**config.mk**
```make
export PLATFORM = sky130hd
export DESIGN_NAME = clkrecv
export DESIGN_NICKNAME = d
export VERILOG_FILES = /design/src/rtl/clkrecv.sv
export SDC_FILE = /design/constraint.sdc
export NUM_CORES = 1
export LEC_CHECK = 0
export BUFFER_PORTS_ARGS = -buffer_cell sky130_fd_sc_hd__buf_2
export CORE_MARGIN = 3
export CORE_UTILIZATION = 48
export CTS_BUF_LIST = sky130_fd_sc_hd__clkbuf_2 sky130_fd_sc_hd__clkbuf_4 sky130_fd_sc_hd__clkbuf_8
export CTS_CLUSTER_DIAMETER = 120
export CTS_CLUSTER_SIZE = 25
export DETAILED_ROUTE_END_ITERATION = 8
export MAX_ROUTING_LAYER = met4
export PLACE_DENSITY = 0.69
export SETUP_SLACK_MARGIN = 0.5
export SLEW_MARGIN = 25
export SYNTH_ARGS = -nofsm -noshare
export SYNTH_HDL_FRONTEND = slang
export SYNTH_SLANG_ARGS = --single-unit
```
**constraint.sdc**
```tcl
create_clock -name clk_i -period 2 [get_ports clk_i]
set_input_delay 0.4 -clock clk_i [delete_from_list [all_inputs] [get_ports clk_i]]
set_output_delay 0.4 -clock clk_i [all_outputs]
set_load 0.01 [all_outputs]
```
**src/rtl/clkrecv.sv**
```systemverilog
// Receive-side conditioner for an externally driven serial clock (SPI SCK / I2C SCL).
// Synchronizes and deglitches sclk_i, emits edge strobes, measures half-periods, and tracks bursts.
module clkrecv #(
   parameter int unsigned SYNC_STAGES  = 2,
   parameter int unsigned FILTER       = 2,
   parameter int unsigned IDLE_HIGH    = 1,
   parameter int unsigned MIN_HALF     = 4,
   parameter int unsigned IDLE_TIMEOUT = 16,
   parameter int unsigned CNT_WIDTH    = 8
) (
   input  logic                 clk_i,
   input  logic                 rst_ni,
   input  logic                 sclk_i,
   input  logic                 clear_i,
   output logic                 rise_o,
   output logic                 fall_o,
   output logic                 active_o,
   output logic [CNT_WIDTH-1:0] half_period_o,
   output logic                 too_fast_o,
   output logic                 stall_o
);

   localparam int unsigned FLT_W    = (FILTER > 1) ? $clog2(FILTER) : 1;
   localparam logic        IDLE_LVL = (IDLE_HIGH != 0);

   generate
      if (SYNC_STAGES < 2 || FILTER < 1 || IDLE_HIGH > 1 || MIN_HALF < 1 ||
          CNT_WIDTH < 1 || CNT_WIDTH > 32 || IDLE_TIMEOUT <= MIN_HALF ||
          64'(IDLE_TIMEOUT) >= ((64'd1 << CNT_WIDTH) - 64'd1)) begin : g_param_err
         $error("clkrecv: illegal parameter set");
      end
   endgenerate

   typedef enum logic [1:0] {
      ST_IDLE    = 2'd0,
      ST_ACTIVE  = 2'd1,
      ST_STALLED = 2'd2
   } state_e;

   logic [SYNC_STAGES-1:0] r_sync;
   logic                   r_filt;
   logic                   r_filt_d;
   logic [FLT_W-1:0]       r_flt_cnt;
   logic [CNT_WIDTH-1:0]   r_hp_cnt;
   state_e                 r_state;
   state_e                 w_state_nxt;

   logic w_synced;
   logic w_rise;
   logic w_fall;
   logic w_strobe;
   logic w_lead;
   logic w_back;
   logic w_active_nxt;
   logic w_meas;
   logic w_set_fast;
   logic w_set_stall;

   // Metastability synchronizer, preset to the idle level
   always_ff @(posedge clk_i or negedge rst_ni) begin
      if (!rst_ni) begin
         r_sync <= {SYNC_STAGES{IDLE_LVL}};
      end else begin
         r_sync <= {r_sync[SYNC_STAGES-2:0], sclk_i};
      end
   end

   assign w_synced = r_sync[SYNC_STAGES-1];

   // Level filter: a new level must persist FILTER cycles before it is accepted
   always_ff @(posedge clk_i or negedge rst_ni) begin
      if (!rst_ni) begin
         r_filt    <= IDLE_LVL;
         r_filt_d  <= IDLE_LVL;
         r_flt_cnt <= '0;
      end else begin
         r_filt_d <= r_filt;
         if (w_synced != r_filt) begin
            if (r_flt_cnt == FLT_W'(FILTER - 1)) begin
               r_filt    <= w_synced;
               r_flt_cnt <= '0;
            end else begin
               r_flt_cnt <= r_flt_cnt + FLT_W'(1);
            end
         end else begin
            r_flt_cnt <= '0;
         end
      end
   end

   assign w_rise   = r_filt & ~r_filt_d;
   assign w_fall   = ~r_filt & r_filt_d;
   assign w_strobe = w_rise | w_fall;
   assign w_lead   = IDLE_LVL ? w_fall : w_rise;
   assign w_back   = IDLE_LVL ? w_rise : w_fall;

   // Edge strobes and half-period counter; the counter restarts at 1 on each strobe
   always_ff @(posedge clk_i or negedge rst_ni) begin
      if (!rst_ni) begin
         rise_o   <= 1'b0;
         fall_o   <= 1'b0;
         r_hp_cnt <= '0;
      end else begin
         rise_o <= w_rise;
         fall_o <= w_fall;
         if (w_strobe) begin
            r_hp_cnt <= CNT_WIDTH'(1);
         end else if (r_hp_cnt != '1) begin
            r_hp_cnt <= r_hp_cnt + CNT_WIDTH'(1);
         end
      end
   end

   always_ff @(posedge clk_i or negedge rst_ni) begin
      if (!rst_ni) begin
         r_state <= ST_IDLE;
      end else begin
         r_state <= w_state_nxt;
      end
   end

   // A strobe coinciding with the timeout keeps the burst alive
   always_comb begin
      w_state_nxt = r_state;
      case (r_state)
         ST_IDLE: begin
            if (w_lead) w_state_nxt = ST_ACTIVE;
         end
         ST_ACTIVE: begin
            if (!w_strobe && (r_hp_cnt == CNT_WIDTH'(IDLE_TIMEOUT))) begin
               w_state_nxt = (r_filt == IDLE_LVL) ? ST_IDLE : ST_STALLED;
            end
         end
         ST_STALLED: begin
            if (w_back) w_state_nxt = ST_IDLE;
         end
         default: w_state_nxt = ST_IDLE;
      endcase
   end

   always_comb begin
      w_meas      = 1'b0;
      w_set_fast  = 1'b0;
      w_set_stall = 1'b0;
      if (r_state == ST_ACTIVE) begin
         w_meas      = w_strobe;
         w_set_fast  = w_strobe && (r_hp_cnt < CNT_WIDTH'(MIN_HALF));
         w_set_stall = (w_state_nxt == ST_STALLED);
      end
      w_active_nxt = (w_state_nxt == ST_ACTIVE);
   end

   // Registered status; a flag set beats a simultaneous clear
   always_ff @(posedge clk_i or negedge rst_ni) begin
      if (!rst_ni) begin
         active_o      <= 1'b0;
         half_period_o <= '0;
         too_fast_o    <= 1'b0;
         stall_o       <= 1'b0;
      end else begin
         active_o <= w_active_nxt;
         if (w_meas) half_period_o <= r_hp_cnt;
         too_fast_o <= w_set_fast  | (too_fast_o & ~clear_i);
         stall_o    <= w_set_stall | (stall_o & ~clear_i);
      end
   end

endmodule

```
==> results.sh, run 1 <==
export IMPL_status="finished clean"
export IMPL_start_util_pct=52.51
export IMPL_fin_skew_ns=0.007982
export IMPL_n_antenna_cell=0
export IMPL_pre_cts_ws_ns=0.1166
export IMPL_drt_total_wl_um=2310
export IMPL_drt_pass1_iterations=4
export IMPL_finalSetupViolCount=0
export IMPL_min_period_over_period_pct=80.76
export IMPL_synthFlopType="dfrtp_1"
export IMPL_syn_num_nets=107
export IMPL_critPathArrivalTime_ns=1.85
export IMPL_yosysTopAreaCell="dfrtp_1"
export IMPL_drtIter0Drc=23
export IMPL_rows=17
export IMPL_swShare_pct=33.22
export IMPL_grt_pass1_vias=850
export IMPL_die_w_um=56.13
export IMPL_synth_area_top_cells="dfrtp_1, dfstp_2, mux2_2, ha_1, inv_1"
export IMPL_synth_top_area_share_pct=49.79
export IMPL_grt_setup_unrepaired="yes"
export IMPL_cts_path_max_buffers=2
export IMPL_pwr_share_clk_pct=18.1
export IMPL_maxCapViolCount=0
export IMPL_dp_hpwl_um=1592
export IMPL_vias=844
export IMPL_async_reset_ff_share_pct=100.0
export IMPL_die_h_um=56.13
export IMPL_hold_class="in -> async"
export IMPL_overflow=0
export IMPL_fmax_mhz=619.1
export IMPL_end_kind="flip-flop"
export IMPL_die_area_sq_um=3151
export IMPL_ctsHoldBuffers=0
export IMPL_cts_clk_slew_worst_paths_ns=0.15
export IMPL_viasPerCell=5.703
export IMPL_worstPathMaxFanout=7
export IMPL_synth_commonest_cells="dfrtp_1, inv_1, mux2_2"
export IMPL_p_per_area_nw_per_um2=1406
export IMPL_cts_sinks=28
export IMPL_fin_cells=148
export IMPL_ir_worst_vdd_v=0.0009363
export IMPL_area_delta_synth_final_pct=19.29
export IMPL_worstReg2RegEnd="half_period_o[4]$_DFFE_PN0P_"
export IMPL_tightest_slew_ns=0.5938
export IMPL_crit_end="half_period_o[4]$_DFFE_PN0P_"
export IMPL_setup_slack_ns=0.3848
export IMPL_grtUsageTotal_pct=15.79
export IMPL_nNetsFinal=129
export IMPL_internal_power_mw=1.351
export IMPL_ys_seq_area_share_pct=58.51
export IMPL_yosys_cell_count_top_type="dfrtp_1"
export IMPL_gp_congestion=0.8626
export IMPL_r2r_cells=5
export IMPL_power_switching_mw=0.6722
export IMPL_place_inst=140
export IMPL_synthCells=99
export IMPL_ys_ff_latch=28
export IMPL_antenna_found_initial=0
export IMPL_core_area_sq_um=2297
export IMPL_cts_tree="built"
export IMPL_finalHoldViolations=0
export IMPL_final_max_slew_viol_count=0
export IMPL_post_route_drc_count=0
export IMPL_hold_ws_ns=0.04997
export IMPL_synth_edff_count=0
export IMPL_p_leak_nw=0.6674
export IMPL_io_pin_count=17
export IMPL_power_frac_comb_pct=40.7
export IMPL_yosysWarnings=0
export IMPL_htree_levels=1
export IMPL_slew_headroom_pct=60.41
export IMPL_clk_latency_ns=0.33
export IMPL_cts_made_buffers=3
export IMPL_grt_max_degree=29
export IMPL_seqPwrFrac_pct=41.1
export IMPL_worstSetupPathType="reg -> reg"
export IMPL_r2r_start="r_filt$_DFFE_PN1P_"
export IMPL_drt_wirelength_per_cell_um=15.61
export IMPL_cts_root_buf="clkbuf_4"
export IMPL_r2r_slack_ns=0.38
export IMPL_final_layout_size_suffix_gt1_share_pct=36.67
export IMPL_grt_pass1_wl_um=3884
export IMPL_crit_path_start_kind="flip-flop"
export IMPL_tns_ns=0
export IMPL_ant_nets=0
export IMPL_startpoint="r_filt$_DFFE_PN1P_"
export IMPL_syn_area_per_cell_sq_um=12.18
export IMPL_finalPower_mw=2.023
export IMPL_period_minus_slack_ns=1.615
export IMPL_syn_area_sq_um=1206
export IMPL_required_ns=2.24
export IMPL_port_buffers=16
export IMPL_ys_types=33
==> area by class of cell <==
class | instances | area, sq um
Fill cell | 189 | 858.3
Clock buffer | 3 | 22.52
Timing Repair Buffer | 20 | 113.9
Clock inverter | 1 | 30.03
Sequential cell | 28 | 705.7
Tap cell | 28 | 35.03
Inverter | 9 | 33.78
Multi-Input combinational cell | 59 | 498.0
==> critical path: stages (launching register included) <==
cell,delay (ns)
dfstp_2,0.57
inv_2,0.05
ha_4,0.22
nor3b_4,0.20
buf_6,0.18
mux2_4,0.31
==> power by group through the flow <==
stage | Sequential, mW | Clock (mW) | Combinational (mW)
after CTS | 0.833 | 0.374 | 0.821
after global placement | 0.842 | 0 | 0.627
after global routing | 0.853 | 0.402 | 0.891
after detailed placement | 0.853 | 0 | 0.643
after floorplan | 0.844 | 0 | 0.465
final | 0.833 | 0.366 | 0.824
==> stage by stage <==
step,utilization [%],cell area (sq um)
after CTS,62.64,1439
after global routing,62.64,1439
after detailed placement,57.52,1321
after floorplan,-,1222
after global placement,57.52,1321
final,62.64,1439
==> state kept, by name, summed over array words and instances, names as in the netlist, 2 cells and up <==
signal / flops
r_hp_cnt: 8
r_state: 2
r_sync: 2
half_period_o: 8
==> per-layer routing <==
| metal | global-route usage, % | share of wire (%) |
|---|---|---|
| met1 | 19.53 | 46 |
| met2 | 25.54 | 49 |
| met3 | 6.265 | 5.2 |
| met4 | 1.356 | 0 |
| met5 | - | 0 |
==> cell families (layout without fill, tap and decap cells) <==
group,Yosys count,in the layout,share of synthesized area (%)
muxes,8,8,7.469
buffers and inverters,12,33,4.149
adders and majority gates,4,4,4.150
and+or+nand+nor,25,25,14.01
AOI/OAI and AO/OA,21,21,11.00
DFF,28,28,58.51
xor gates and xnor gates,1,1,0.7263
==> worst min path at each step <==
stage,start,end,depth (start not counted)
finish,rst_ni,r_flt_cnt$_DFF_PN0_,1
global route,rst_ni,r_hp_cnt[0]$_DFFE_PN0P_,1
CTS,rst_ni,r_flt_cnt$_DFF_PN0_,1
detailed placement,r_sync[0]$_DFF_PN1_,r_sync[1]$_DFF_PN1_,0
global placement,r_sync[0]$_DFF_PN1_,r_sync[1]$_DFF_PN1_,0
floorplan,rst_ni,active_o$_DFF_PN0_,0
==> timing repair <==
item,4_1_cts,5_1_grt
pin swaps,3,0
resized for setup,9,0
setup buffers,4,0
endpoints found under the setup margin,14,16
==> placed cells by master (no fill, tap or decap), drive strengths merged, types with 4 or more instances in the layout <==
cell,instances
mux2,8
nor3,4
a21oi,4
inv,9
a31oi,4
o21ai,7
dfstp,4
buf,20
dfrtp,24
ha,4
No activity file was read; power rests on OpenSTA's default activity.
==> run 2, diff against run 1 <==
Clock period 2 ns to 1.6 ns, I/O delays scaled along.
==> results.sh, run 2 (same netlist as run 1, synthesis figures left out) <==
export IMPL_cp_slowest_cell="dfstp_2"
export IMPL_core_area_sq_um=2297
export IMPL_fmax_mhz=619.2
export IMPL_failed_checks="negative setup slack"
export IMPL_worstPathMaxFanout=7
export IMPL_period_minus_slack_ns=1.615
export IMPL_r2r_start="r_filt$_DFFE_PN1P_"
export IMPL_cts_made_buffers=3
export IMPL_swShare_pct=34.19
export IMPL_end_kind="flip-flop"
export IMPL_place_inst=148
export IMPL_grt_max_degree=29
export IMPL_final_common_cell="dfrtp_1"
export IMPL_die_area_sq_um=3151
export IMPL_ant_nets=0
export IMPL_overflow=0
export IMPL_p_leak_nw=0.7568
export IMPL_die_h_um=56.13
export IMPL_start_util_pct=52.51
export IMPL_grt_setup_unrepaired="yes"
export IMPL_fin_cells=165
export IMPL_power_switching_mw=1.029
export IMPL_holdPathStages=1
export IMPL_htree_levels=1
export IMPL_drt_wirelength_per_cell_um=15.73
export IMPL_critPathTopFamily="flip-flops"
export IMPL_grt_pass1_vias=963
export IMPL_post_route_drc_count=0
export IMPL_grtUsageTotal_pct=18.54
export IMPL_maxCapViolCount=0
export IMPL_area_delta_synth_final_pct=39.52
export IMPL_cts_clk_slew_worst_paths_ns=0.16
export IMPL_slowest_delay_ns=0.57
export IMPL_viasPerCell=5.576
export IMPL_power_frac_comb_pct=49.6
export IMPL_worstReg2RegEnd="half_period_o[7]$_DFFE_PN0P_"
export IMPL_layout_common_cells="dfrtp_1, buf_4, buf_2"
export IMPL_antenna_found_initial=0
export IMPL_drtIter0Drc=25
export IMPL_finalSetupViolCount=2
export IMPL_r2r_cells=5
export IMPL_final_max_slew_viol_count=0
export IMPL_drt_total_wl_um=2596
export IMPL_finalPower_mw=3.009
export IMPL_dp_hpwl_um=1642
export IMPL_required_ns=1.83
export IMPL_holdPathEnd="r_sync[0]$_DFF_PN1_"
export IMPL_cts_path_max_buffers=2
export IMPL_io_pin_count=17
export IMPL_cts_tree="built"
export IMPL_n_antenna_cell=0
export IMPL_tightest_slew_ns=0.6036
export IMPL_fin_skew_ns=0.01304
export IMPL_slew_headroom_pct=59.76
export IMPL_setup_slack_ns=-0.01511
export IMPL_final_layout_size_suffix_gt1_share_pct=56.93
export IMPL_seqPwrFrac_pct=34.8
export IMPL_min_period_over_period_pct=100.9
export IMPL_cp_cell_sequence="inv_2 > ha_4 > nor3b_4 > buf_6 > mux2_4"
export IMPL_min_from="sclk_i"
export IMPL_internal_power_mw=1.980
export IMPL_r2r_slack_ns=-0.02
export IMPL_status="finished, violations left"
export IMPL_cts_sinks=28
export IMPL_p_per_area_nw_per_um2=1788
export IMPL_gp_congestion=0.7662
export IMPL_cts_root_buf="clkbuf_4"
export IMPL_critPathArrivalTime_ns=1.85
export IMPL_ir_worst_vdd_v=0.001045
export IMPL_drt_pass1_iterations=4
export IMPL_rows=17
export IMPL_crit_path_start_kind="flip-flop"
export IMPL_top_regs="half_period_o (8), r_hp_cnt (8)"
export IMPL_hold_class="in -> reg"
export IMPL_die_w_um=56.13
export IMPL_worstSetupPathType="reg -> reg"
export IMPL_finalHoldViolations=0
export IMPL_grt_pass1_wl_um=4409
export IMPL_port_buffers=16
export IMPL_path_buf_inv=2
export IMPL_clk_latency_ns=0.34
export IMPL_nNetsFinal=146
export IMPL_vias=920
export IMPL_pwr_share_clk_pct=15.6
[run 2: cell count changes in the layout (fill, tap and decap cells not counted), sizes merged]
cell / delta
buf: +16
dlygate4sd3: +1
[run 2: final cells by class]
cell class	count	area, sq um
Timing Repair Buffer	37	251.5
Multi-Input combinational cell	59	594.3
Inverter	9	41.29
Clock inverter	1	30.03
Tap cell	28	35.03
Fill cell	161	614.3
Clock buffer	3	22.52
Sequential cell	28	708.2
[run 2: timing repair]
action	in CTS	in global routing
setup buffers	7	5
setup endpoints to repair	34	34
gates resized for setup	25	8
hold buffers	1	0
pin swaps	7	2
hold endpoints to repair	24	0
[run 2: worst max-delay path by stage]
stage	start	end	slack [ns]	depth (start not counted)
4_1_cts	r_filt$_DFFE_PN1P_	half_period_o[7]$_DFFE_PN0P_	0.001	5
3_3_place_gp	r_filt$_DFFE_PN1P_	half_period_o[5]$_DFFE_PN0P_	-0.03	5
3_5_place_dp	r_filt$_DFFE_PN1P_	half_period_o[6]$_DFFE_PN0P_	-0.05	5
2_1_floorplan	r_filt$_DFFE_PN1P_	half_period_o[0]$_DFFE_PN0P_	-0.13	4
6_report	r_filt$_DFFE_PN1P_	half_period_o[7]$_DFFE_PN0P_	-0.02	5
5_1_grt	r_filt$_DFFE_PN1P_	half_period_o[7]$_DFFE_PN0P_	-0.06	5
[run 2: metal layers]
metal / share of wire (%) / vias up / track usage [%]
met2: 51 / 20 / 30.38
met4: 2.5 / 0 / 8.814
met5: 0 / - / -
met1: 43 / 451 / 22.34
met3: 3.6 / 8 / 2.784
li1: - / 441 / -
[run 2: power by group through the flow]
stage          logic, mW  clock network, mW  registers, mW
6_report            1.49              0.469           1.05
5_1_grt             1.62              0.517           1.08
4_1_cts             1.34              0.474           1.05
3_5_place_dp       0.979                  0           1.06
3_3_place_gp       0.951                  0           1.05
2_1_floorplan      0.593                  0           1.07
[run 2: through the flow]
stage | utilization (%) | cell area (sq um) | setup WS [ns] | hold slack, ns | TNS [ns]
after CTS | 69.99 | 1608 | 0.001268 | 0.05210 | 0
after floorplan | - | 1257 | -0.1291 | 0.02441 | -0.9890
after global placement | 61.22 | 1406 | -0.02506 | 0.3456 | -0.1676
final | 73.26 | 1683 | -0.01511 | 0.05242 | -0.01722
after detailed placement | 61.22 | 1406 | -0.04913 | 0.3476 | -0.3043
after global routing | 73.26 | 1683 | -0.06233 | 0.02160 | -0.3738
